**src/rtl/ws_pkg.sv**
```systemverilog
// Shared types and constants for the WS2812b/WS2811 frame scheduler.
package ws_pkg;

  localparam int MAX_STRIPS   = 8;
  localparam int DEF_LEDS_W   = 9;
  localparam int DEF_PERIOD_W = 24;
  localparam int GUARD_CYCLES = 2;

  typedef enum logic [2:0] {
    IDLE      = 3'd0,
    WAIT_TICK = 3'd1,
    LATCH     = 3'd2,
    ISSUE     = 3'd3,
    GUARD     = 3'd4,
    WAIT_DONE = 3'd5
  } sched_state_t;

endpackage

```
**src/rtl/ws_frame_timer.sv**
```systemverilog
// Frame-rate period counter: one-cycle tick every max(period,1) cycles while enabled.
module ws_frame_timer
  import ws_pkg::*;
#(
  parameter int PERIOD_W = DEF_PERIOD_W
) (
  input  logic                clk,
  input  logic                rst_n,
  input  logic                en_i,
  input  logic [PERIOD_W-1:0] period_i,
  output logic                tick_o
);

  logic [PERIOD_W-1:0] cnt_q, cnt_d;
  logic [PERIOD_W-1:0] per_q, per_d;
  logic [PERIOD_W-1:0] per_eff;

  assign per_eff = (period_i == '0) ? PERIOD_W'(1) : period_i;
  assign tick_o  = en_i && (cnt_q == per_q - PERIOD_W'(1));

  // The active period is only reloaded at a wrap (or while idle), so a
  // mid-count change never lets the counter run past its compare value.
  always_comb begin
    cnt_d = cnt_q;
    per_d = per_q;
    if (!en_i || tick_o) begin
      cnt_d = '0;
      per_d = per_eff;
    end else begin
      cnt_d = cnt_q + PERIOD_W'(1);
    end
  end

  always_ff @(posedge clk) begin
    if (!rst_n) begin
      cnt_q <= '0;
      per_q <= per_eff;
    end else begin
      cnt_q <= cnt_d;
      per_q <= per_d;
    end
  end

endmodule

```
**src/rtl/ws_frame_sched.sv**
```systemverilog
// Frame scheduler: ticks frames, staggers per-strip start pulses, ping-pong bank swap.
module ws_frame_sched
  import ws_pkg::*;
#(
  parameter int NUM_STRIPS = MAX_STRIPS,
  parameter int PERIOD_W   = DEF_PERIOD_W,
  parameter int LEDS_W     = DEF_LEDS_W
) (
  input  logic                  clk,
  input  logic                  rst_n,
  input  logic                  en,
  input  logic [NUM_STRIPS-1:0] strip_mask,
  input  logic [LEDS_W-1:0]     leds_cfg,
  input  logic [PERIOD_W-1:0]   frame_period,
  input  logic                  swap_req,
  input  logic [NUM_STRIPS-1:0] busy,
  output logic [NUM_STRIPS-1:0] start,
  output logic                  bank,
  output logic [LEDS_W-1:0]     leds,
  output logic                  swap_ack,
  output logic                  frame_overrun,
  output logic [15:0]           frame_cnt,
  output logic [2:0]            dbg_state
);

  localparam int IDX_W = (NUM_STRIPS > 1) ? $clog2(NUM_STRIPS) : 1;
  localparam logic [IDX_W-1:0] LAST_IDX = IDX_W'(NUM_STRIPS - 1);

  sched_state_t          state_q, state_d;
  logic [IDX_W-1:0]      idx_q, idx_d;
  logic [1:0]            guard_q, guard_d;
  logic [NUM_STRIPS-1:0] mask_q, mask_d;
  logic [LEDS_W-1:0]     leds_q, leds_d;
  logic                  bank_q, bank_d;
  logic                  pending_q, pending_d;
  logic [15:0]           frame_cnt_q, frame_cnt_d;
  logic                  tick;

  ws_frame_timer #(.PERIOD_W(PERIOD_W)) u_timer (
    .clk      (clk),
    .rst_n    (rst_n),
    .en_i     (en),
    .period_i (frame_period),
    .tick_o   (tick)
  );

  // start[i] is a single-cycle request; the driver answers with busy[i]
  // within two cycles and holds it until the strip transfer is finished.
  always_comb begin
    state_d     = state_q;
    idx_d       = idx_q;
    guard_d     = guard_q;
    mask_d      = mask_q;
    leds_d      = leds_q;
    bank_d      = bank_q;
    frame_cnt_d = frame_cnt_q;
    start       = '0;
    swap_ack    = 1'b0;
    unique case (state_q)
      IDLE: if (en) state_d = WAIT_TICK;
      WAIT_TICK: begin
        if (tick)     state_d = LATCH;
        else if (!en) state_d = IDLE;
      end
      LATCH: begin
        mask_d      = strip_mask;
        leds_d      = leds_cfg;
        frame_cnt_d = frame_cnt_q + 16'd1;
        idx_d       = '0;
        if (pending_q) begin
          bank_d   = ~bank_q;
          swap_ack = 1'b1;
        end
        state_d = (strip_mask == '0) ? WAIT_TICK : ISSUE;
      end
      ISSUE: begin
        start[idx_q] = mask_q[idx_q];
        if (idx_q == LAST_IDX) begin
          state_d = GUARD;
          guard_d = '0;
        end else begin
          idx_d = idx_q + IDX_W'(1);
        end
      end
      GUARD: begin
        if (guard_q == 2'(GUARD_CYCLES - 1)) state_d = WAIT_DONE;
        else                                  guard_d = guard_q + 2'd1;
      end
      WAIT_DONE: begin
        if ((busy & mask_q) == '0) state_d = en ? WAIT_TICK : IDLE;
      end
      default: state_d = IDLE;
    endcase
    // A request arriving during LATCH survives the clear and waits a frame.
    pending_d     = (swap_ack ? 1'b0 : pending_q) | swap_req;
    frame_overrun = tick && (state_q != IDLE) && (state_q != WAIT_TICK);
  end

  always_ff @(posedge clk) begin
    if (!rst_n) begin
      state_q     <= IDLE;
      idx_q       <= '0;
      guard_q     <= '0;
      mask_q      <= '0;
      leds_q      <= '0;
      bank_q      <= 1'b0;
      pending_q   <= 1'b0;
      frame_cnt_q <= '0;
    end else begin
      state_q     <= state_d;
      idx_q       <= idx_d;
      guard_q     <= guard_d;
      mask_q      <= mask_d;
      leds_q      <= leds_d;
      bank_q      <= bank_d;
      pending_q   <= pending_d;
      frame_cnt_q <= frame_cnt_d;
    end
  end

  assign bank      = bank_q;
  assign leds      = leds_q;
  assign frame_cnt = frame_cnt_q;
  assign dbg_state = state_q;

endmodule

```
**config.mk**
```make
export PLATFORM = sky130hd
export DESIGN_NAME = ws_frame_sched
export DESIGN_NICKNAME = d
export VERILOG_FILES = /design/src/rtl/ws_pkg.sv /design/src/rtl/ws_frame_timer.sv /design/src/rtl/ws_frame_sched.sv
export SDC_FILE = /design/constraint.sdc
export NUM_CORES = 1
export LEC_CHECK = 0
export ABC_CLOCK_PERIOD_IN_PS = 3400
export CAP_MARGIN = 10
export CORE_UTILIZATION = 34
export CTS_CLUSTER_DIAMETER = 50
export DETAILED_ROUTE_END_ITERATION = 6
export GPL_ROUTABILITY_DRIVEN = 0
export GPL_TIMING_DRIVEN = 0
export MAX_ROUTING_LAYER = met4
export PLACE_DENSITY_LB_ADDON = 0.08
export SLEW_MARGIN = 0
export SYNTH_ARGS = -nofsm -noshare
export SYNTH_HDL_FRONTEND = slang
export SYNTH_SLANG_ARGS = --single-unit
```
**constraint.sdc**
```tcl
create_clock -name clk -period 3.4 [get_ports clk]
set_clock_uncertainty 0.15 [all_clocks]
set_input_delay 1.02 -clock clk [delete_from_list [all_inputs] [get_ports clk]]
set_output_delay 1.02 -clock clk [all_outputs]
set_load 0.02 [all_outputs]
```
==> results by group <==
Outcome
  – Run status: finished with violations
  – Violated checks: negative setup slack

Logic synthesis
  – Top cells by area, synth: dfxtp_1 (27%), edfxtp_1 (14%), xnor2_1 (8.4%), nand2_1 (4.6%), nor3_2 (3.8%)
  – Most common library cells after synthesis: dfxtp_1 (67), nand2_1 (61), xnor2_1 (48)
  – Cell variety after synth: 57
  – #FFs+latches synth: 91
  – Synth Flop Type: dfxtp_1
  – Async S/R FF share, synth: 0%
  – Post-synth top area share: between 20 and 30%
  – EDFF count, synth: 24
  – Most common cell in the netlist: dfxtp_1
  – Mapped Cells: between 500 and 600
  – Post-Syn Area per Cell: 9.24 um^2
  – Post-synth top area cell: dfxtp_1
  – Mapped Area: 4990 um^2
  – Yosys warnings: 0
  – Post-Syn Nets: 599
  – Seq/Total Area, Yosys: around two fifths

Drt
  – Antenna-violating nets left: 0
  – Drt first-iter violations: about 170
  – DRT Pass-1 Iters: 4
  – Via count: approximately 4200
  – Vias per cell: 4.97
  – WL/cell: 14.3 um
  – Final WL: 12000 um
  – # DRC: 0

GRT
  – First-pass GRT wire length: 19500 um
  – Grt ovf: 0
  – Met1 Use GR: a little under a quarter
  – Vias in the first global route: 3974
  – Met3 usage: 3.32%
  – Most used routing layer: met2
  – GRT Resource Usage Total: 17.3%
  – M2 GR Usage: approximately 25%
  – Initial antenna violation count: 0
  – Largest net degree at the start of global routing: 25

Final layout
  – ANT cells: 0
  – Ratio of cells with drive above 1 in the final layout: 13.6%
  – Cell Count, Final, Fillers Out: 841
  – Area Overhead vs Synth: 34.7%
  – Final Util: 47.7%
  – Nets: 715

Clock network
  – Worst-Skew Late Latency: 0.35 ns
  – Htree depth: 3
  – Clk buf depth: 2
  – Clk sinks: 91
  – CTS root buf: clkbuf_16
  – CTS buffer count: 9
  – Worst-path clk slew: 0.07 ns
  – CTS tree: done
  – Hold-fix buffer count after cts: 0

Min path
  – Min-Delay Path Class: reg -> reg
  – Hold path cells: 2

STA
  – Period minus WS final: 3.92 ns
  – Final Cycle Share: 115%
  – RSZ-0062 raised after global routing: yes
  – Worst hold slack: 0.316 ns
  – Slew HR: between 50 and 60%
  – Least-Margin Pin Slew: a little under 0.7 ns
  – Final Max Tran Viols: 0
  – Slack of the critical path: -0.521 ns
  – Max Clk Rate: between 200 and 300 MHz
  – Fin. Hold Viols: 0
  – Final setup fails: 1

Power and ir drop
  – Worst vdd ir: 0.000261 V
  – Leak: 2.34 nW
  – Pwr Density: around 410 nW/um^2

Setup path
  – Crit-path max FO: 9
  – R2r worst-path depth: 10
  – CP startpoint kind: flop
  – Crit path arrival time: 2.75 ns
  – Worst Path Required: 2.23 ns
  – Critical path type: reg -> out
  – Setup crit end kind: output pin

Flow run
  – Max Cap Viol: 0

Die
  – Rows: 43
  – Initial Util: 35.4%
  – Die span in x: around 120 um
  – Die area: 15200 um^2
  – Die Height: 123 um
  – Core area: roughly 14000 um^2
  – Top-Level Pins: 92

Placement
  – Pre-CTS setup slack: -0.939 ns
  – DP HPWL: 9110 um
  – Port Buffers: 90
  – Placed cells: 810
[cells in the final DEF (no fill, tap or decap), types with 3 or more instances in the layout]
cell / n
clkdlybuf4s50_1: 88
dfxtp_1: 66
nand2_1: 61
xnor2_1: 48
clkbuf_1: 38
nor2_1: 27
edfxtp_1: 24
nor3_2: 22
and2_1: 20
a21boi_0: 19
nand3_1: 17
xor2_1: 17
and3_1: 16
buf_4: 16
nor2b_1: 12
nand4_1: 12
nor3_1: 12
nor4_1: 11
clkbuf_16: 10
inv_1: 9
a21oi_1: 9
and4_1: 9
nor4_4: 7
o21ai_0: 6
ha_1: 5
mux2i_1: 4
nand2b_1: 4
nand3b_1: 3
nor3b_1: 3
o31ai_1: 3
or4_4: 3
buf_6: 3
or3_1: 3
nor4_2: 3
a31oi_1: 3
[worst paths after layout]
| path | to | from | slack, ns |
|---|---|---|---|
| setup / recovery | frame_overrun | u_timer.per_q[3] | -0.52 |
| hold / removal | leds[4] | leds[4] | 0.32 |
| setup reg to reg | u_timer.per_q[15] | u_timer.per_q[4] | 0.03 |
| hold reg to reg | leds[4] | leds[4] | 0.32 |
[stage by stage]
step           setup TNS, ns  power [W]  instance area [um^2]
3_3_place_gp          -14.13    0.00161                  6140
2_1_floorplan        -0.0992    0.00144                  5020
4_1_cts               -0.543    0.00279                  6720
3_5_place_dp          -13.48    0.00161                  6140
6_report              -0.521    0.00275                  6720
5_1_grt                -5.41    0.00287                  6720
[layout make-up]
type                       instances  area [um^2]
fill                            1364         7370
multi-input combinational        395         2820
sequential                        91         2060
timing repair buffer             106         1020
clock buffer                      11          264
tap                              180          225
buffer                            44          218
clock inverter                     5         81.3
inverter                           9         33.8
[worst max-delay path: stages (launching register included)]
cell	delay [ns]
edfxtp_1	0.37
buf_6	0.15
or4_4	0.60
nor4_4	0.27
o211a_1	0.23
nor2_2	0.05
nor4_4	0.24
nand4_1	0.16
nor3_4	0.17
buf_6	0.14
[cells by family after synthesis]
| group | share of synthesized area [%] |
|---|---|
| buf+inv | 5.01 |
| compound gates | 9.33 |
| xor+xnor | 11.4 |
| mux | 1.03 |
| fa+ha+maj | 1.50 |
| simple gates | 30.4 |
| flops | 41.3 |
[metal layers]
| layer | part of all wire, % | wire length [um] |
|---|---|---|
| met5 | 0 | 0 |
| met4 | 1.8 | 214 |
| met3 | 3.3 | 397 |
| met2 | 44 | 5240 |
| met1 | 51 | 6180 |
[power by group]
part           internal [W]  switching (W)
sequential          0.00116      0.0000533
clock              0.000709       0.000433
combinational      0.000194       0.000199
total               0.00207       0.000685
[state kept, by name (all words and copies together) (netlist names)]
name	count
u_timer.cnt_q	24
u_timer.per_q	24
frame_cnt	16
leds	9
mask_q	8
dbg_state	3
idx_q	3
guard_q	2
bank	1
pending_q	1
[repair_timing]
action / 4_1_cts / 5_1_grt
buffers inserted: 16 / 0
setup endpoints to repair: 33 / 32
pin swaps: 14 / 1
gates resized for setup: 29 / 1
Note: power is estimated with default switching activity, not from simulation.
